### config.mk
export PLATFORM = sky130hd
export DESIGN_NAME = alu_pipe
export DESIGN_NICKNAME = d
export VERILOG_FILES = /design/src/rtl/alu_pkg.sv /design/src/rtl/alu_core.sv /design/src/rtl/alu_pipe.sv
export SDC_FILE = /design/constraint.sdc
export NUM_CORES = 1
export LEC_CHECK = 0
export ABC_CLOCK_PERIOD_IN_PS = 5700
export CORE_MARGIN = 5
export CORE_UTILIZATION = 40
export DETAILED_ROUTE_END_ITERATION = 8
export GPL_ROUTABILITY_DRIVEN = 0
export GPL_TIMING_DRIVEN = 0
export HOLD_SLACK_MARGIN = 0.03
export PLACE_DENSITY = 0.56
export SYNTH_ARGS = -nofsm -noshare
export SYNTH_HDL_FRONTEND = slang
export SYNTH_HIERARCHICAL = 1
export SYNTH_SLANG_ARGS = --single-unit
### constraint.sdc
create_clock -name clk -period 5.7 [get_ports clk]
set_clock_uncertainty 0.05 [all_clocks]
set_input_delay 0.57 -clock clk [delete_from_list [all_inputs] [get_ports clk]]
set_output_delay 0.57 -clock clk [all_outputs]
set_load 0.02 [all_outputs]
### src/rtl/alu_pkg.sv
// Shared opcode encoding and status-flag bundle for the pipelined ALU.
package alu_pkg;

  typedef enum logic [3:0] {
    OP_ADD  = 4'd0,
    OP_SUB  = 4'd1,
    OP_ADDC = 4'd2,
    OP_SUBB = 4'd3,
    OP_AND  = 4'd4,
    OP_OR   = 4'd5,
    OP_XOR  = 4'd6,
    OP_NOT  = 4'd7,
    OP_SHL  = 4'd8,
    OP_SHR  = 4'd9,
    OP_SRA  = 4'd10,
    OP_ROL  = 4'd11,
    OP_ROR  = 4'd12,
    OP_INC  = 4'd13,
    OP_DEC  = 4'd14,
    OP_CMP  = 4'd15
  } alu_op_e;

  typedef struct packed {
    logic cout;
    logic zero;
    logic neg;
    logic ovf;
  } alu_flags_t;

  // Only the add/subtract family feeds the sticky carry used by ADDC/SUBB.
  function automatic logic updates_cf(alu_op_e op);
    case (op)
      OP_ADD, OP_SUB, OP_ADDC, OP_SUBB, OP_INC, OP_DEC, OP_CMP: updates_cf = 1'b1;
      default:                                                  updates_cf = 1'b0;
    endcase
  endfunction

endpackage

### src/rtl/alu_core.sv
// Combinational ALU datapath: result and status flags from operands, opcode and sticky carry.
module alu_core
  import alu_pkg::*;
#(
  parameter int DATA_WIDTH = 8
) (
  input  logic [DATA_WIDTH-1:0] a,
  input  logic [DATA_WIDTH-1:0] b,
  input  logic [3:0]            mode,
  input  logic                  cf,
  output logic [DATA_WIDTH-1:0] result,
  output alu_flags_t            flags
);

  localparam int W       = DATA_WIDTH;
  localparam int SHAMT_W = $clog2(DATA_WIDTH);

  alu_op_e               op;
  logic [SHAMT_W-1:0]    sh;
  logic [SHAMT_W-1:0]    rot;
  logic [W-1:0]          addend;
  logic [W-1:0]          subtr;
  logic [W:0]            add_ext;
  logic [W:0]            sub_ext;
  logic [W:0]            shl_ext;
  logic [W:0]            shr_ext;
  logic signed [W:0]     sra_ext;
  logic [W-1:0]          rol_v;
  logic [W-1:0]          ror_v;

  always_comb begin
    op      = alu_op_e'(mode);
    sh      = b[SHAMT_W-1:0];
    rot     = SHAMT_W'(sh % DATA_WIDTH);
    addend  = (op == OP_INC) ? W'(1) : b;
    subtr   = (op == OP_DEC) ? W'(1) : b;
    // Extra bit on each side catches carry/borrow and the last bit shifted out.
    add_ext = {1'b0, a} + {1'b0, addend} + {{W{1'b0}}, (op == OP_ADDC) & cf};
    sub_ext = {1'b0, a} - {1'b0, subtr} - {{W{1'b0}}, (op == OP_SUBB) & cf};
    shl_ext = {1'b0, a} << sh;
    shr_ext = {a, 1'b0} >> sh;
    sra_ext = $signed({a, 1'b0}) >>> sh;
    rol_v   = (a << rot) | (a >> (W - int'(rot)));
    ror_v   = (a >> rot) | (a << (W - int'(rot)));

    result     = '0;
    flags.cout = 1'b0;
    flags.ovf  = 1'b0;
    case (op)
      OP_ADD, OP_ADDC, OP_INC: begin
        result     = add_ext[W-1:0];
        flags.cout = add_ext[W];
        flags.ovf  = (a[W-1] == addend[W-1]) && (add_ext[W-1] != a[W-1]);
      end
      OP_SUB, OP_SUBB, OP_DEC, OP_CMP: begin
        result     = (op == OP_CMP) ? a : sub_ext[W-1:0];
        flags.cout = sub_ext[W];
        flags.ovf  = (a[W-1] != subtr[W-1]) && (sub_ext[W-1] != a[W-1]);
      end
      OP_AND: result = a & b;
      OP_OR:  result = a | b;
      OP_XOR: result = a ^ b;
      OP_NOT: result = ~a;
      OP_SHL: begin
        result     = shl_ext[W-1:0];
        flags.cout = shl_ext[W];
      end
      OP_SHR: begin
        result     = shr_ext[W:1];
        flags.cout = shr_ext[0];
      end
      OP_SRA: begin
        result     = sra_ext[W:1];
        flags.cout = sra_ext[0];
      end
      OP_ROL: begin
        result     = rol_v;
        flags.cout = (sh != '0) && rol_v[0];
      end
      OP_ROR: begin
        result     = ror_v;
        flags.cout = (sh != '0) && ror_v[W-1];
      end
      default: result = '0;
    endcase

    // CMP reports a==b and the sign of a-b while passing a through.
    if (op == OP_CMP) begin
      flags.zero = (sub_ext[W-1:0] == '0);
      flags.neg  = sub_ext[W-1];
    end else begin
      flags.zero = (result == '0);
      flags.neg  = result[W-1];
    end
  end

endmodule

### src/rtl/alu_pipe.sv
// Two-stage valid/ready ALU pipeline with a sticky carry for multi-word ADDC/SUBB chains.
module alu_pipe
  import alu_pkg::*;
#(
  parameter int DATA_WIDTH = 8
) (
  input  logic                  clk,
  input  logic                  rst_n,
  input  logic                  in_valid,
  output logic                  in_ready,
  input  logic [DATA_WIDTH-1:0] in_a,
  input  logic [DATA_WIDTH-1:0] in_b,
  input  logic [3:0]            in_mode,
  output logic                  out_valid,
  input  logic                  out_ready,
  output logic [DATA_WIDTH-1:0] out_alu,
  output logic                  out_cout,
  output logic                  out_zero,
  output logic                  out_neg,
  output logic                  out_ovf
);

  logic                  vld_p1;
  logic                  vld_p2;
  logic [DATA_WIDTH-1:0] a_p1;
  logic [DATA_WIDTH-1:0] b_p1;
  logic [3:0]            mode_p1;
  logic [DATA_WIDTH-1:0] alu_p2;
  alu_flags_t            flags_p2;
  logic                  cf_q;
  logic [DATA_WIDTH-1:0] res_c;
  alu_flags_t            flags_c;
  logic                  s2_free;
  logic                  move;
  logic                  push;

  assign s2_free  = !vld_p2 || out_ready;
  assign move     = vld_p1 && s2_free;
  assign in_ready = !vld_p1 || s2_free;
  assign push     = in_valid && in_ready;

  // Stage p0 -> p1: capture operands on an input transfer.
  always_ff @(posedge clk) begin
    if (push) begin
      a_p1    <= in_a;
      b_p1    <= in_b;
      mode_p1 <= in_mode;
    end
  end

  alu_core #(.DATA_WIDTH(DATA_WIDTH)) u_core (
    .a      (a_p1),
    .b      (b_p1),
    .mode   (mode_p1),
    .cf     (cf_q),
    .result (res_c),
    .flags  (flags_c)
  );

  // Stage p1 -> p2: register the result; cf advances in op order so chains need no bubbles.
  always_ff @(posedge clk or negedge rst_n) begin
    if (!rst_n) begin
      vld_p1   <= 1'b0;
      vld_p2   <= 1'b0;
      alu_p2   <= '0;
      flags_p2 <= '0;
      cf_q     <= 1'b0;
    end else begin
      if (push)      vld_p1 <= 1'b1;
      else if (move) vld_p1 <= 1'b0;

      if (move) begin
        vld_p2   <= 1'b1;
        alu_p2   <= res_c;
        flags_p2 <= flags_c;
        if (updates_cf(alu_op_e'(mode_p1))) cf_q <= flags_c.cout;
      end else if (out_ready) begin
        vld_p2 <= 1'b0;
      end
    end
  end

  assign out_valid = vld_p2;
  assign out_alu   = alu_p2;
  assign out_cout  = flags_p2.cout;
  assign out_zero  = flags_p2.zero;
  assign out_neg   = flags_p2.neg;
  assign out_ovf   = flags_p2.ovf;

endmodule
==> results of run 1 <==
[metal layers]
layer  vias up  GRT usage (%)  wire length (um)
met5         -              0                 0
met4         0          10.04               781
met3        64          4.565              1723
met2       347          33.12              6920
met1      2182          31.88              6857
li1       2123              -                 -
[power by group through the flow]
| stage | clock (mW) | sequential (mW) | combinational, mW |
|---|---|---|---|
| floorplan | 0 | 0.371 | 0.355 |
| global placement | 0 | 0.349 | 0.561 |
| detailed placement | 0 | 0.350 | 0.564 |
| CTS | 0.314 | 0.346 | 0.568 |
| global route | 0.324 | 0.351 | 0.618 |
| finish | 0.306 | 0.346 | 0.577 |
[cells in the mapped netlist, drive strengths merged, types with 6 or more instances]
cell type	number	share of area, %
a21oi	52	5.6
ha	40	11
nand2	39	3.3
inv	35	2.8
nor2	33	2.7
o21ai	30	3.2
buf	21	2.8
clkbuf	21	1.7
edfxtp	20	13
mux2	19	5.5
nand3	18	1.9
dfrtp	15	8.0
mux2i	15	3.2
mux4	13	6.3
nor2b	12	1.6
xnor2	12	2.2
nand2b	10	1.5
o22ai	9	1.2
a21o	7	1.1
nor3	7	0.86
o211ai	6	0.96
or3	6	0.80
[path summary, 6_finish.rpt]
check / end
min in group asynchronous: out_valid$_DFFE_PN0P_
setup / recovery: out_zero$_DFFE_PN0P_
hold reg to reg: out_alu[1]$_DFFE_PN0P_
max in group asynchronous: out_alu[5]$_DFFE_PN0P_
setup reg to reg: out_zero$_DFFE_PN0P_
hold / removal: out_alu[1]$_DFFE_PN0P_
[metrics by stage]
stage                     power, mW  cell area, um2  util, %  setup WS [ps]  hold WS (ps)
after floorplan              0.7262            4673        -           1458         224.4
after global placement       0.9091            5223    45.74          632.2         443.8
after detailed placement     0.9147            5223    45.74          604.0         445.1
after CTS                     1.228            5389    47.19          579.0         464.9
after global routing          1.292            5389    47.19          266.6         471.7
final                         1.229            5389    47.19          476.8         458.0
[state kept, by name, summed over array words and instances, names as in the netlist]
name	flops
out_ovf	1
a_p1	8
b_p1	8
mode_p1	4
vld_p1	1
out_valid	1
out_neg	1
out_cout	1
cf_q	1
out_zero	1
out_alu	8
[worst max-delay path: stages, from the launching register on]
cell and delay (ps):
sky130_fd_sc_hd__edfxtp_1 540, sky130_fd_sc_hd__buf_2 300, sky130_fd_sc_hd__buf_2 270, sky130_fd_sc_hd__clkinv_1 270, sky130_fd_sc_hd__nor3_1 390, sky130_fd_sc_hd__fa_1 280, sky130_fd_sc_hd__inv_1 50, sky130_fd_sc_hd__ha_1 280
sky130_fd_sc_hd__and2_1 180, sky130_fd_sc_hd__or3_1 340, sky130_fd_sc_hd__a31o_2 290, sky130_fd_sc_hd__nor4_1 550, sky130_fd_sc_hd__nand4_1 140, sky130_fd_sc_hd__or4_1 440, sky130_fd_sc_hd__or4_1 440, sky130_fd_sc_hd__o22ai_1 170
sky130_fd_sc_hd__mux2_4 160
[cells by family (layout without fill, tap and decap cells)]
family / after synthesis / after routing
DFF: 35 / 35
AOI/OAI and AO/OA: 160 / 160
buffers and inverters: 79 / 124
muxes: 47 / 47
and+or+nand+nor: 164 / 164
xor gates and xnor gates: 15 / 15
adders and majority gates: 44 / 44
[layout make-up]
type                            count  area, um2  area share, %
Buffer                             42      211.5          3.924
Clock buffer                        6      128.9          2.391
Clock inverter                      2      37.54         0.6965
Inverter                           37      138.9          2.577
Multi-Input combinational cell    430       3347          62.11
Sequential cell                    35      975.9          18.11
Tap cell                          143      178.9          3.320
Timing Repair Buffer               37      370.4          6.873
==> run summary, run 1 <==
The run finished with clean final reports. Combinational logic burns 47.0% of the power. Cell at the root of the clock tree: sky130_fd_sc_hd__clkbuf_16. The H-tree was split into 2 levels. Cells with a size suffix above 1 make up 11.71% of the layout. The instance count of the mapped netlist is 544, and the compound-gate portion of the synthesized area is 22.62%. TritonCTS created 5 clock buffers.

The multiplexer share of the synthesized area works out to 15.02%. The first detailed-routing pass ran for 5 iterations. The switching share of power was 36.80%; the I/O pin count was 38. The die footprint came out at 13950 um2. The area growth from synthesis to layout was 15.31%; the number of gates given a new drive strength after cts was 0. STA puts the critical path data required time at 5870 ps.

The initial utilization of the core area, before any placement, comes to 40.93%. The critical path in this run is classified as register to register. The switching power is 452.2 uW, and the clock-pin slew on the worst setup and hold paths is 50 ps.

Final-report max-slew violation count: 0. The worst setup slack for register-to-register paths is 480 ps, and the number of nets still failing antenna checks after routing is 0. The first routing iteration left 594 violations. STA classifies the critical path endpoint as a register. At the worst endpoint, the arrival time is 5390 ps. Entering global routing, the biggest net connects 21 pins. The synthesized netlist devotes 2.811% of its cell area to XOR and XNOR gates.

The number of clock sinks was 35; the post-CTS setup-driven buffer insertion count was 0. Dividing the detail-routed via count by the number of cells gives 6.443. In this run, synthesis produced a sequential element count of 35.

After clock tree synthesis, the flow added hold-fix buffers numbering 0. Sequential cells burn 28.1% of the power. 0 antenna diodes ended up in the layout. The worst hold path begins at out_alu[1]$_DFFE_PN0P_.

After floorplanning, the core was divided into 39 placement rows. TritonCTS built the clock tree. After synthesis, flip-flops and latches occupy 20.88% of the total area. Buffers placed on the I/O ports in this run total 37.

For this run, the leading register cell type out of synthesis is sky130_fd_sc_hd__edfxtp_1. The library cell used most frequently in the layout, excluding fill and tap cells, is sky130_fd_sc_hd__a21oi_1. The run gives 280 ps as the clock latency on the worst-skew pair. Counting cells, the worst reg-to-reg path comes to 16. Dividing the synthesized area by the synthesized cell count gives 8.591 um2.

The post-synthesis cell type count is 77, and the part of the cycle the worst path needs is 91.63%. For the number of buffers on the longest clock path, the log shows 2. Across every metal layer, demand over resource in global routing totals 22.59%. STA classifies the critical path startpoint as a register. The die boundary height is 118.1 um. The area share of and/or/nand/nor cells after synthesis is 18.74%, and the number of setup violations in the final report is 0. Including well taps, the total number of placed cells is 724.

Tracing the worst setup path back leads to its startpoint at mode_p1[0]$_DFFE_PP_. After detailed routing, the number of remaining DRC violations is 0. The hold violation count in the final report was 0.

Yosys printed 6 warnings. The net count of the finished layout is 656. The setup total negative slack was 0 ps. Summed over all layers, the global routing overflow is 0. The routed design has 16.28 mm of wire.

The tools report the relative slew slack as 13.40%. The top cell types in the final layout, fill and taps aside, are 52 x sky130_fd_sc_hd__a21oi_1, 40 x sky130_fd_sc_hd__ha_1, 38 x sky130_fd_sc_hd__nand2_1. Dividing total power by cell area gives a power density of 228.0 nW/um2. The logs give 0.0002327 V for the peak supply drop and 0 for the initial antenna violation count. The class of the worst hold path was register to register. The synthesized netlist devotes 12.42% of its cell area to adder and majority cells. After synthesis, the largest family of logic cells by area is compound AO/OA/AOI/OAI gates.

Static timing analysis puts the maximum clock frequency at 0.1915 GHz. The internal power summed over all cells is 776.5 uW. The filler cells instantiated in the layout total 1130. Share of flip-flops with an asynchronous set or reset after synthesis: 42.86%. The cell depth of the worst hold path was 1; the placeable core area was 11420 um2.

Of the total power, the clock network draws 24.9%. Once detailed placement completed, the half-perimeter wirelength came to 12.51 mm. Minimum period implied by the final worst setup slack: 5223 ps. When the netlist entered floorplanning its net count stood at 612. The number of non-filler instances in the completed layout was 732. For the pin with the worst max-slew slack, the measured transition is 1281 ps. The first global-routing pass estimated 25.12 mm of wire. The tools report the static leakage as 2.187 nW. The startpoint identified for the worst register-to-register timing path is mode_p1[0]$_DFFE_PP_. The wire length per cell came out at 22.24 um. Measured along the x axis, the die boundary spans 118.1 um. Highest fanout seen on the critical path: 10. Across all layers, the routed design uses 4716 vias. Setup repair after global routing left no endpoint under its margin. The synthesized netlist occupies a cell area of 4673 um2. The number of flops mapped to enable cells by yosys is 20, and the number of global-route vias before repair is 4506. The tool flagged a number of max-cap violations equal to 0.
Note: power is estimated with default switching activity, not from simulation.
==> inputs of run 2 (changes only) <==
--- a/config.mk
+++ b/config.mk
@@ -7,12 +7,11 @@
 export LEC_CHECK = 0
 export ABC_CLOCK_PERIOD_IN_PS = 5700
 export CORE_MARGIN = 5
-export CORE_UTILIZATION = 40
+export CORE_UTILIZATION = 35
 export DETAILED_ROUTE_END_ITERATION = 8
 export GPL_ROUTABILITY_DRIVEN = 0
-export GPL_TIMING_DRIVEN = 0
 export HOLD_SLACK_MARGIN = 0.03
-export PLACE_DENSITY = 0.56
+export PLACE_DENSITY = 0.51
 export SYNTH_ARGS = -nofsm -noshare
 export SYNTH_HDL_FRONTEND = slang
 export SYNTH_HIERARCHICAL = 1
==> run 2 against run 1 <==
Against the previous run:
- cell count is 0.96% higher
- sequential share of layout area is 0.15 points higher
- sequential cell count stayed put
- clock power is 4% higher
- combinational power is 2% lower
- fmax is 15% higher
- wire length is 3.5% lower
- utilization is 6.7 points lower
- critical path type unchanged
- power hardly changed
- sequential power hardly changed
==> run summary, run 2 (synthesis gave the netlist of run 1 again) <==
After routing the design area is 5345 um2. The peak supply drop was 0.0001679 V; the total routed wirelength was 15.71 mm. The first-pass iteration count of the detailed router was 6; the total number of placement rows was 42. The final-report max-slew violation count is 0. Of the available clock period, the critical path in the final layout requires 79.74%. The logs give 4710 ps for the critical path arrival and 0 for the number of nets still failing antenna checks after routing. The die boundary height works out to 125.6 um.

The smallest clock period supported by the final layout is computed as 4545 ps. The worst-margin pin slew is 886.2 ps. Highest fanout seen on the critical path: 20. The tools report the number of design-rule violations left by the first detailed-router iteration as 506. In the routed layout, each cell is associated on average with a via count of 6.057. TritonCTS built the clock tree.

The number of setup violations in the final report is 0. Setup total negative slack on the finished layout was measured at 0 ps. Sort of element at the start of the critical path: a register. The clock passes through at most 2 buffers. The run finished with clean final reports. Buffers added to address setup during post-CTS repair amount to 0. In this run the number of H-tree levels came out at 2. The core utilization of the finished layout came out at 40.52%. Leaving out fill and tap cells, the most frequent cell in the layout is sky130_fd_sc_hd__a21oi_1. The die covers 15760 um2. The class of the worst hold path was register to register. The logs give 4476 for the vias after detailed routing and 0 for the initial antenna violation count. The number of non-filler instances in the completed layout came out at 739.

Leaving out fill and tap cells, the most frequent cells in the layout are 52 x sky130_fd_sc_hd__a21oi_1, 40 x sky130_fd_sc_hd__ha_1, 38 x sky130_fd_sc_hd__nand2_1. The placeable core area was 13190 um2; the die boundary width was 125.6 um. Total number of nets in the final design: 630.

The detailed placer's ending HPWL is 11.75 mm, and the total global routing overflow is 0. The kind of capture point of the worst setup path is a register. Total power for the finished layout comes to 1.228 mW. The first global-routing pass estimated 24.83 mm of wire. In this run the power density over the cells is 229.7 nW/um2.

Based on the critical path, the design can be clocked at up to 0.2200 GHz. The I/O pin count is 38. The clock-pin slew on the worst setup and hold paths was 60 ps.

The worst setup path is of the register to register kind. The relative slew slack is 40.92%, and the required time of the critical path is 5870 ps. The number of placed instances, taps included, is 731. Once the floorplan was initialized, standard cells occupied 35.43% of the core. The number of gates given a new drive strength after cts is 0. In the global route stage, overall resource usage came out at 19.56%. Count of input and output buffers: 37.

Remaining design rule violation count: 0. Counting the buffers created by CTS gives 5. The fraction of final layout cells with drive strength greater than 1 was 11.90%. The tools report the number of clock sinks as 35. Dividing the detail-routed wire length by the instance count gives 21.26 um. The hold violation count in the final report was 0. Entering global routing, the biggest net connects 45 pins. The tools report the post-placement cell area as 5172 um2. The area growth from synthesis to layout works out to 14.38%. The max-cap check violation count was 0. Setup repair after global routing left no endpoint under its margin. Clock tree synthesis selected as its root buffer the cell sky130_fd_sc_hd__clkbuf_16.

In this run the static leakage power is 2.159 nW. The total of hold buffers inserted after clock tree synthesis is 0. The clock reaches the later pin of the worst-skew pair after 280 ps.

Number of global-route vias before repair: 4324. The repair_antennas step left the layout with diodes totalling 0.
-- run 2: power by group --
| group | switching, mW | leakage (nW) | internal, mW |
|---|---|---|---|
| Clock | 0.108 | 0.0844 | 0.208 |
| Sequential | 0.0363 | 0.374 | 0.310 |
| Combinational | 0.310 | 1.70 | 0.255 |
| Total | 0.454 | 2.16 | 0.773 |
-- run 2: critical path, stage by stage (launching register included) --
cell and delay (ps):
sky130_fd_sc_hd__edfxtp_1 490, sky130_fd_sc_hd__buf_4 260, sky130_fd_sc_hd__nor2_1 240, sky130_fd_sc_hd__nand2_1 80, sky130_fd_sc_hd__nor3_1 300, sky130_fd_sc_hd__fa_1 280, sky130_fd_sc_hd__inv_1 50, sky130_fd_sc_hd__ha_1 280
sky130_fd_sc_hd__and2_1 180, sky130_fd_sc_hd__or3_1 330, sky130_fd_sc_hd__a31o_2 250, sky130_fd_sc_hd__nor4_1 380, sky130_fd_sc_hd__nand4_1 140, sky130_fd_sc_hd__or4_1 410, sky130_fd_sc_hd__or4_1 410, sky130_fd_sc_hd__o22ai_1 170
sky130_fd_sc_hd__mux2_4 160
-- run 2: cell type report --
cell class                 count  area, um2
sequential                    35      975.9
fill                        1316       7845
timing repair buffer          53      490.5
tap                          176      220.2
clock inverter                 3      47.55
multi-input combinational    430       3347
clock buffer                   5      125.1
inverter                      37      138.9
-- run 2: metal layers --
layer	share of wire [%]	track usage (%)	vias up
li1	-	-	2075
met1	42	27.24	2132
met2	45	30.14	232
met3	9.1	3.667	37
met4	3.6	7.270	0
met5	0	0	-
-- run 2: final timing paths --
check,start,end,slack (ps),cells after the start
worst min-delay path,out_neg$_DFFE_PN0P_,out_neg$_DFFE_PN0P_,450,1
worst max register to register,mode_p1[3]$_DFFE_PP_,out_zero$_DFFE_PN0P_,1150,16
min in group asynchronous,rst_n,out_cout$_DFFE_PN0P_,660,1
worst max-delay path,mode_p1[3]$_DFFE_PP_,out_zero$_DFFE_PN0P_,1150,16
max in group asynchronous,rst_n,out_neg$_DFFE_PN0P_,4500,1
worst min register to register,out_neg$_DFFE_PN0P_,out_neg$_DFFE_PN0P_,450,1
-- run 2: per-stage QoR --
stage | hold WS, ps | setup WS (ps)
floorplan | 224.4 | 1458
global placement | 440.3 | 1321
detailed placement | 443.6 | 1255
CTS | 462.2 | 1208
global route | 475.6 | 931.2
finish | 454.6 | 1155
==> inputs of run 3 (changes only) <==
--- a/config.mk
+++ b/config.mk
@@ -5,7 +5,7 @@
 export SDC_FILE = /design/constraint.sdc
 export NUM_CORES = 1
 export LEC_CHECK = 0
-export ABC_CLOCK_PERIOD_IN_PS = 5700
+export ABC_CLOCK_PERIOD_IN_PS = 4300
 export CORE_MARGIN = 5
 export CORE_UTILIZATION = 35
 export DETAILED_ROUTE_END_ITERATION = 8
==> constraint.sdc (replaced) <==
create_clock -name clk -period 4.3 [get_ports clk]
set_clock_uncertainty 0.05 [all_clocks]
set_input_delay 0.43 -clock clk [delete_from_list [all_inputs] [get_ports clk]]
set_output_delay 0.43 -clock clk [all_outputs]
set_load 0.02 [all_outputs]
==> run 3 against run 2 <==
Against the previous run:
- clock power rose by 18%
- via count rose by 3.8%
- utilization rose by 0.68 points
- first-iteration DRC count rose by 11%
- sequential cell count did not move
- register-to-register slack got worse by 920 ps
- cell count rose by 1.8%
- setup slack got worse by 920 ps
- global-route usage rose by 0.89 points
- die area did not move
- power rose by 31%
==> run summary, run 3 (synthesis gave the netlist of run 1 again) <==
Max-cap violations in this run came to 0. TritonCTS built the clock tree. Switching share of power: 38.44%. For the static leakage, the log shows 2.212 nW. The combinational cell fraction of total power came out at 48.7%. CTS built an H-tree with a depth of 2. The tools report the number of setup violations in the final report as 0. The sort of element at the start of the critical path was a register. The run finished with clean final reports. The relative slew slack was 38.61%; the worst setup slack for register-to-register paths was 230 ps. The top cell types in the final layout, fill and taps aside, are 51 x sky130_fd_sc_hd__a21oi_1, 40 x sky130_fd_sc_hd__ha_1, 38 x sky130_fd_sc_hd__nand2_1. The tightest min-delay check is of the register to register type. Port buffering added 37 buffers. Along the worst path, the maximum fanout reaches 6. The die is 125.6 um tall. By startpoint and endpoint, the worst setup path is classified as register to register. The tools report the total number of nets in the final design as 643.

The logs give 4509 for the number of global-route vias before repair and 20.45% for the overall routing resource usage. Average vias per placed instance: 6.180. After clock tree synthesis, the flow added hold-fix buffers numbering 0. The floorplan has 42 rows. Die boundary width: 125.6 um. TritonCTS created 5 clock buffers.

For this design, the sink count on the clock tree is 35. The required time of the critical path was 4470 ps; the total global routing overflow was 0. The run gives 0 as the final-report max-slew violation count. The die covers 15760 um2. Compared with the post-synthesis result, the final layout area differs by 16.31%. For this block, the initial DRC count from the detailed router was 562. In the routed design, unresolved DRC markers number 0. The initial utilization of the core area, before any placement, comes to 35.43%.

The cell type of the slowest stage on the worst timing path was sky130_fd_sc_hd__fa_1. Wires add up to 16.63 mm. The clock period could shrink to 4069 ps. The commonest non-fill, non-tap cell in the layout was sky130_fd_sc_hd__a21oi_1.

For the number of fill cells in the layout, the log shows 1303. The logs give 0 for the initial antenna violation count and 4240 ps for the critical path arrival. Detailed placer's ending HPWL: 12.64 mm.

Traced cell by cell, the critical path runs through and2_1 > nand2_1 > nand2_1 > fa_1 > inv_1 > ha_1 > and2_1 > or3_1 > a31o_2 > nor4_2 > nand4_1 > or4_1 > or4_1 > o22ai_1 > mux2_4. The register share of total power was 28.1%. The part of the cycle the worst path needs is 94.62%, and the highest cell delay on the worst timing path is 470 ps. The internal power summed over all cells was 993.1 uW. The worst-margin pin slew is 920.9 ps, and the fraction of final layout cells with drive strength greater than 1 is 14.24%. The hold violation count in the final report was 0.

Dividing the detail-routed wire length by the instance count gives 22.11 um. The number of buffers on the longest clock path is 2. The run gives 5 as the first-pass iteration count of the detailed router. 0 antenna diodes ended up in the layout.

For the first-pass GRT wire length, the log shows 25.74 mm. The clock-pin slew on the worst setup and hold paths is 60 ps, and the clock latency on the worst-skew pair is 280 ps. The placeable core area is 13190 um2, and the peak supply drop is 0.0001888 V. For the total power, the log shows 1.613 mW. Timing would allow up to 0.2458 GHz. STA classifies the critical path endpoint as a register.

The clock network burns 23.3% of the power. Cell at the root of the clock tree: sky130_fd_sc_hd__clkbuf_16. Power density relative to cell area: 296.8 nW/um2. The I/O pin count was 38.

Setup repair after global routing left no endpoint under its margin. The setup total negative slack was 0 ps. The routed layout has 4647 vias.

For this design the total switching power over the nets is 620.0 uW. Number of nets still failing antenna checks after routing: 0. Entering global routing, the biggest net connects 43 pins.
==> run 3: timing repair <==
item                       4_1_cts  5_1_grt
setup endpoints to repair        0        1
setup buffers                    0        0
resized for setup                0        2
==> run 3: final cells by class <==
cell class | instances | area (um2) | share of cell area, %
clock buffers | 6 | 138.9 | 2.555
clock inverters | 2 | 16.27 | 0.2993
inverters | 37 | 138.9 | 2.555
multi-input cells | 430 | 3357 | 61.76
flip-flops and latches | 35 | 975.9 | 17.96
well taps | 176 | 220.2 | 4.052
repair buffers | 66 | 588.1 | 10.82
==> run 3: per-stage QoR <==
| stage | worst slack, ps | util, % | hold slack (ps) | area, um2 | instances |
|---|---|---|---|---|---|
| final | 231.4 | 41.21 | 460.2 | 5435 | 752 |
| after global routing | 24.14 | 41.21 | 480.2 | 5435 | 752 |
| after CTS | 191.5 | 41.13 | 460.4 | 5425 | 752 |
| after detailed placement | 224.5 | 39.95 | 445.9 | 5270 | 744 |
| after global placement | 288.6 | 39.95 | 442.3 | 5270 | 744 |
| after floorplan | 58.00 | - | 84.41 | 4673 | 544 |
==> run 3: worst paths after layout <==
path | cells after the start | from | to
setup reg to reg | 15 | mode_p1[2]$_DFFE_PP_ | out_zero$_DFFE_PN0P_
setup / recovery | 15 | mode_p1[2]$_DFFE_PP_ | out_zero$_DFFE_PN0P_
max in group asynchronous | 1 | rst_n | out_cout$_DFFE_PN0P_
min in group asynchronous | 1 | rst_n | out_valid$_DFFE_PN0P_
hold reg to reg | 1 | out_alu[0]$_DFFE_PN0P_ | out_alu[0]$_DFFE_PN0P_
hold / removal | 1 | out_alu[0]$_DFFE_PN0P_ | out_alu[0]$_DFFE_PN0P_
==> run 3: power groups by stage <==
stage | logic (mW) | clock network [mW] | registers, mW
4_1_cts | 0.773 | 0.384 | 0.454
3_5_place_dp | 0.768 | 0 | 0.460
3_3_place_gp | 0.768 | 0 | 0.458
5_1_grt | 0.835 | 0.398 | 0.460
2_1_floorplan | 0.470 | 0 | 0.492
6_report | 0.785 | 0.375 | 0.453
==> run 3: metal layers <==
metal / GRT usage (%) / routed length, um / part of all wire [%]
met1: 28.70 / 7019 / 42
met2: 31.94 / 7507 / 45
met3: 2.985 / 1490 / 9.0
met4: 7.462 / 612 / 3.7
met5: 0 / 0 / 0
==> run 3: critical path: cells and delay by family, from the launching register on <==
kind | cells | cell delay (ps)
AOI/OAI and AO/OA | 2 | 440
adders and majority gates | 2 | 700
buffers and inverters | 1 | 90
DFF | 1 | 450
muxes | 1 | 160
and+or+nand+nor | 9 | 2120
